<file path="src/rtl/bram_sd_sequencer.sv">
// Backup-RAM save/load sequencer: moves sectors between system BRAM and the mounted
// save image over the hps_io sd_* handshake, with dirty tracking and timed auto-save.
module bram_sd_sequencer #(
    parameter int SECTOR_BITS    = 7,
    parameter int SLOT_BITS      = 2,
    parameter int LBA_W          = 32,
    parameter int BUF_AW         = 8,
    parameter int AUTOSAVE_TICKS = 50000000
) (
    input  logic                          clk_sys,
    input  logic                          reset,
    input  logic                          ena,
    input  logic                          load_req,
    input  logic                          save_req,
    input  logic [SLOT_BITS-1:0]          slot,
    input  logic [SECTOR_BITS-1:0]        last_sector,
    input  logic                          autosave_en,
    input  logic                          sys_we,
    output logic [LBA_W-1:0]              sd_lba,
    output logic                          sd_rd,
    output logic                          sd_wr,
    input  logic                          sd_ack,
    input  logic [BUF_AW-1:0]             sd_buff_addr,
    input  logic                          sd_buff_wr,
    output logic [SECTOR_BITS+BUF_AW-1:0] bram_a,
    output logic                          bram_we,
    output logic                          busy,
    output logic                          loading,
    output logic                          dirty,
    output logic                          done,
    output logic                          abort
);
    localparam int CNT_W = (AUTOSAVE_TICKS > 2) ? $clog2(AUTOSAVE_TICKS) : 1;
    localparam logic [CNT_W-1:0] CNT_MAX = CNT_W'(AUTOSAVE_TICKS - 1);

    typedef enum logic [1:0] {IDLE, REQ, XFER} state_t;

    state_t                 state, state_n;
    logic                   load_prev, save_prev, ack_prev;
    logic [SLOT_BITS-1:0]   slot_l, slot_l_n;
    logic [SECTOR_BITS-1:0] last_l, last_l_n, sector, sector_n;
    logic                   mode_load, mode_load_n;
    logic [LBA_W-1:0]       lba_n;
    logic                   rd_n, wr_n, busy_n, loading_n, dirty_n, done_n, abort_n;
    logic [CNT_W-1:0]       idle_cnt, cnt_n;
    logic                   load_edge, save_edge, ack_rise, ack_fall;
    logic                   autosave_trig, start_load, start_save, load_done;

    assign load_edge = load_req & ~load_prev;
    assign save_edge = save_req & ~save_prev;
    assign ack_rise  = sd_ack & ~ack_prev;
    assign ack_fall  = ~sd_ack & ack_prev;

    // Explicit edges outrank the auto-save, and a load outranks a save.
    assign autosave_trig = (idle_cnt == CNT_MAX) & dirty & autosave_en & ena & (state == IDLE);
    assign start_load    = (state == IDLE) & ena & load_edge;
    assign start_save    = (state == IDLE) & ena & ~load_edge & (save_edge | autosave_trig);

    assign bram_a  = {sector, sd_buff_addr};
    assign bram_we = sd_buff_wr & sd_ack & loading;

    always_ff @(posedge clk_sys or posedge reset) begin
        if (reset) begin
            state     <= IDLE;
            load_prev <= 1'b0;
            save_prev <= 1'b0;
            ack_prev  <= 1'b0;
            slot_l    <= '0;
            last_l    <= '0;
            sector    <= '0;
            mode_load <= 1'b0;
            sd_lba    <= '0;
            sd_rd     <= 1'b0;
            sd_wr     <= 1'b0;
            busy      <= 1'b0;
            loading   <= 1'b0;
            dirty     <= 1'b0;
            done      <= 1'b0;
            abort     <= 1'b0;
            idle_cnt  <= '0;
        end else begin
            state     <= state_n;
            load_prev <= load_req;
            save_prev <= save_req;
            ack_prev  <= sd_ack;
            slot_l    <= slot_l_n;
            last_l    <= last_l_n;
            sector    <= sector_n;
            mode_load <= mode_load_n;
            sd_lba    <= lba_n;
            sd_rd     <= rd_n;
            sd_wr     <= wr_n;
            busy      <= busy_n;
            loading   <= loading_n;
            dirty     <= dirty_n;
            done      <= done_n;
            abort     <= abort_n;
            idle_cnt  <= cnt_n;
        end
    end

    always_comb begin
        state_n     = state;
        slot_l_n    = slot_l;
        last_l_n    = last_l;
        sector_n    = sector;
        mode_load_n = mode_load;
        lba_n       = sd_lba;
        rd_n        = sd_rd;
        wr_n        = sd_wr;
        busy_n      = busy;
        loading_n   = loading;
        done_n      = 1'b0;
        abort_n     = 1'b0;
        load_done   = 1'b0;
        dirty_n     = dirty;
        cnt_n       = idle_cnt;

        case (state)
            IDLE: begin
                if (start_load || start_save) begin
                    slot_l_n    = slot;
                    last_l_n    = last_sector;
                    mode_load_n = start_load;
                    sector_n    = '0;
                    lba_n       = LBA_W'({slot, sector_n});
                    rd_n        = start_load;
                    wr_n        = start_save;
                    busy_n      = 1'b1;
                    loading_n   = start_load;
                    state_n     = REQ;
                end
            end
            REQ: begin
                if (ack_rise) begin
                    rd_n    = 1'b0;
                    wr_n    = 1'b0;
                    state_n = XFER;
                end
            end
            XFER: begin
                // Loss of the image is only acted on once the sector in flight has finished.
                if (ack_fall) begin
                    if (!ena) begin
                        abort_n   = 1'b1;
                        busy_n    = 1'b0;
                        loading_n = 1'b0;
                        state_n   = IDLE;
                    end else if (sector == last_l) begin
                        done_n    = 1'b1;
                        load_done = mode_load;
                        busy_n    = 1'b0;
                        loading_n = 1'b0;
                        state_n   = IDLE;
                    end else begin
                        sector_n = sector + SECTOR_BITS'(1);
                        lba_n    = LBA_W'({slot_l, sector_n});
                        rd_n     = mode_load;
                        wr_n     = ~mode_load;
                        state_n  = REQ;
                    end
                end
            end
            default: state_n = IDLE;
        endcase

        // A write landing in the save-start cycle must keep the image marked dirty.
        if (start_save || load_done) dirty_n = 1'b0;
        if (sys_we && !loading)      dirty_n = 1'b1;

        if (sys_we || busy || start_save || start_load) cnt_n = '0;
        else if (idle_cnt != CNT_MAX)                   cnt_n = idle_cnt + CNT_W'(1);
    end
endmodule
</file>
<file path="config.mk">
export PLATFORM = sky130hd
export DESIGN_NAME = bram_sd_sequencer
export DESIGN_NICKNAME = d
export VERILOG_FILES = /design/src/rtl/bram_sd_sequencer.sv
export SDC_FILE = /design/constraint.sdc
export NUM_CORES = 1
export LEC_CHECK = 0
export ABC_CLOCK_PERIOD_IN_PS = 2740
export BUFFER_PORTS_ARGS = -buffer_cell sky130_fd_sc_hd__buf_2
export CAP_MARGIN = 10
export CORE_UTILIZATION = 40
export CTS_BUF_LIST = sky130_fd_sc_hd__clkbuf_4
export CTS_CLUSTER_SIZE = 10
export DETAILED_ROUTE_END_ITERATION = 10
export SYNTH_ARGS = -nofsm -noshare
export SYNTH_HDL_FRONTEND = slang
export SYNTH_SLANG_ARGS = --single-unit
</file>
<file path="constraint.sdc">
create_clock -name clk_sys -period 2.74 [get_ports clk_sys]
set_input_delay 0.274 -clock clk_sys [delete_from_list [all_inputs] [get_ports clk_sys]]
set_output_delay 0.274 -clock clk_sys [all_outputs]
set_load 0.1 [all_outputs]
</file>
==> results.ini <==
[run]
max_cap_viol_count = 0

[detailed_routing]
drt-total-wl_um = 6139
vias_per_cell = 4.887
wl_met1_um = 2849
num_vias = 2292
route.met3.wl_um = 234
wl_per_cell_um = 13.09
drtPass1Iterations = 6
routed-wl-met2_um = 2982
ant_nets = 0
drc = 0
highest_layer = met4
first_iter_violations = 65

[logic_synthesis]
ys_seq_area_frac = 0.4518
synth_seq_cells = 57
synth_area_leaders = dfrtp_1 45%, buf_4 9.0%, xnor2_1 6.4%
synthTopCellsByCount = 57 x dfrtp_1, 40 x nor2_1, 38 x buf_4
postSynthAreaPerCell_um2 = 9.654
synth_cell_types = 43
netlist_area_um2 = 3157
synthFlopType = dfrtp_1
yosys_warnings = 0
async_flop_share = 1.000
synth.largest_area_cell = dfrtp_1
yosysMostFrequentCell = dfrtp_1
synth_edf_count = 0
synth_top_area_share = 0.4518
synthCells = 327

[global_route]
grt_use_total = 0.1653
grt.overflow.total = 0
grt_max_degree = 58
grt_pass1_wl_um = 10740
grt_pass1_vias = 2327
antenna_found_initial = 0

[final_layout]
n_fill_cell = 770
diodes = 0
syn_to_final_growth_pct = 10.90
fin_cells = 469
stdcell_area_um2 = 3501
nNetsFinal = 396
seqCellArea_um2 = 1426
drive_gt1_frac = 0.2125
multiInputGateArea_um2 = 1453

[power_and_ir_drop]
p_clk_frac = 0.240
ir_worst_vdd_mv = 0.6314
p_leak_uw = 0.001564
power.switching_uw = 1362
intPower_uw = 1793
sequentialPowerShare = 0.348
p_sw_frac = 0.4318
powerDensity_nw_per_um2 = 901.2
comb_power_share = 0.412

[cts]
clockBufferDepth = 2
cts_tree = yes
clock_latency_ns = 0.40
ctsRootBufferMaster = clkbuf_4
numClockSinks = 57
cts_inserted_buffers = 9
post_cts_buffers = 0
clk_pin_slew_ns = 0.09
htree_levels = 3

[worst_setup_path]
startpoint_type = flip-flop
crit_arrival_ns = 2.88
path_max_fanout = 6
required_ns = 3.04
cp-end-kind = flip-flop
path_class = reg -> reg

[floorplanning]
core_area_um2 = 7687
die_area_um2 = 8251
io_pins = 81
die_w_um = 90.84
die-height_um = 90.84
start_util = 0.4106
rows = 32

[sta]
skew_ns = 0.01437
hold_ws_ns = 0.07263
worst_pin_slew_ns = 0.7168
rsz0062_at_grt = no
setup_tns_ns = 0
timing.fmax_mhz = 388.4
slew_viol_final = 0
final-hold-violation-count = 0
finalSetupViolCount = 0
relSlewSlack = 0.5221
min_period_over_period = 0.9395
period_needed_ns = 2.574

[status]
outcome = finished clean

[place]
gp_congestion = 0.7618
hpwlAfterDp_um = 4343
dp.cells = 452
io_buffer_count = 41
dpl_cell_area_um2 = 3302

[min_path]
hp-class = in -> async

## placed cells by master (no fill, tap or decap), types with 6 or more instances in the layout
master    netlist  routed
nor3_1          6       6
a21oi_1         6       6
buf_2           3      41
nand3_1        12      12
conb_1          1      23
nand4_1         9       9
ha_1            6       6
xnor2_1        23      23
and3_1          7       7
xor2_1          8       8
buf_4          38       7
nand2_1        20      20
nor2_1         40      40
dfrtp_1        57      57
clkbuf_4        0      10
o21ai_0        16      16
mux2_2         11      11
inv_1           9       8
## worst paths after layout
path,cells past startpoint,to,slack (ns),startpoint
worst max-delay path,6,sector[3],0.17,idle_cnt[12]
worst min-delay path,3,idle_cnt[13],0.07,reset
worst max register to register,6,sector[3],0.17,idle_cnt[12]
worst min register to register,2,sd_lba[7],0.49,sd_lba[7]
max in group asynchronous,3,idle_cnt[18],2.20,reset
min in group clk_sys,2,last_l[2],0.10,last_sector[2]
## layer usage
| metal | up-vias | global-route usage |
|---|---|---|
| met5 | - | 0 |
| met4 | 0 | 0.06349 |
| met3 | 6 | 0.05724 |
| met2 | 53 | 0.2721 |
| met1 | 1102 | 0.1987 |
| li1 | 1131 | - |
## worst max-delay path, cell delays in order (launching register included)
cell and delay, ns:
dfrtp_1 0.42, nand4_2 0.14, or4_4 0.51, o41a_1 0.51, a221o_1 0.35, or2_1 0.29, o31ai_1 0.26
## flip-flops by register name, indices dropped and copies added, names as in the netlist, 2 cells and up
name,count
idle_cnt,26
state,2
sd_lba,3
slot_l,2
last_l,7
sector,6
## area by class of cell
| cell class | instances | share of cell area |
|---|---|---|
| clock inverters | 4 | 0.02680 |
| inverters | 10 | 0.01072 |
| flip-flops and latches | 57 | 0.4074 |
| clock buffers | 10 | 0.02144 |
| well taps | 102 | 0.03645 |
| repair buffers | 51 | 0.08220 |
| multi-input cells | 235 | 0.4149 |
## power by group through the flow
| stage | sequential [uW] | clock (uW) | combinational (uW) |
|---|---|---|---|
| after detailed placement | 1120 | 0 | 1300 |
| after CTS | 1100 | 778 | 1310 |
| final | 1100 | 757 | 1300 |
| after floorplan | 1470 | 0 | 813 |
| after global placement | 1120 | 0 | 1290 |
| after global routing | 1120 | 812 | 1400 |
## metrics by stage
stage | setup WS, ns | util | power (uW)
after floorplan | 0.2658 | - | 2282
after detailed placement | 0.1336 | 0.4295 | 2421
final | 0.1656 | 0.4554 | 3155
after global placement | 0.1966 | 0.4295 | 2404
after CTS | 0.1132 | 0.4554 | 3187
after global routing | 0.02151 | 0.4554 | 3333
## logic make-up after synthesis
family / after synthesis / synth area share
xor gates and xnor gates: 31 / 0.08601
adders and majority gates: 6 / 0.02378
buffers and inverters: 57 / 0.1141
and+or+nand+nor: 122 / 0.1954
muxes: 15 / 0.05192
AOI/OAI and AO/OA: 38 / 0.07571
DFF: 57 / 0.4518
other: 1 / 0.001188
## what timing repair did
item,in CTS,in global routing
setup endpoints to repair,0,3
hold buffers,3,0
resized for setup,0,1
endpoints found under the hold margin,3,0
Note: power is estimated with default switching activity, not from simulation.
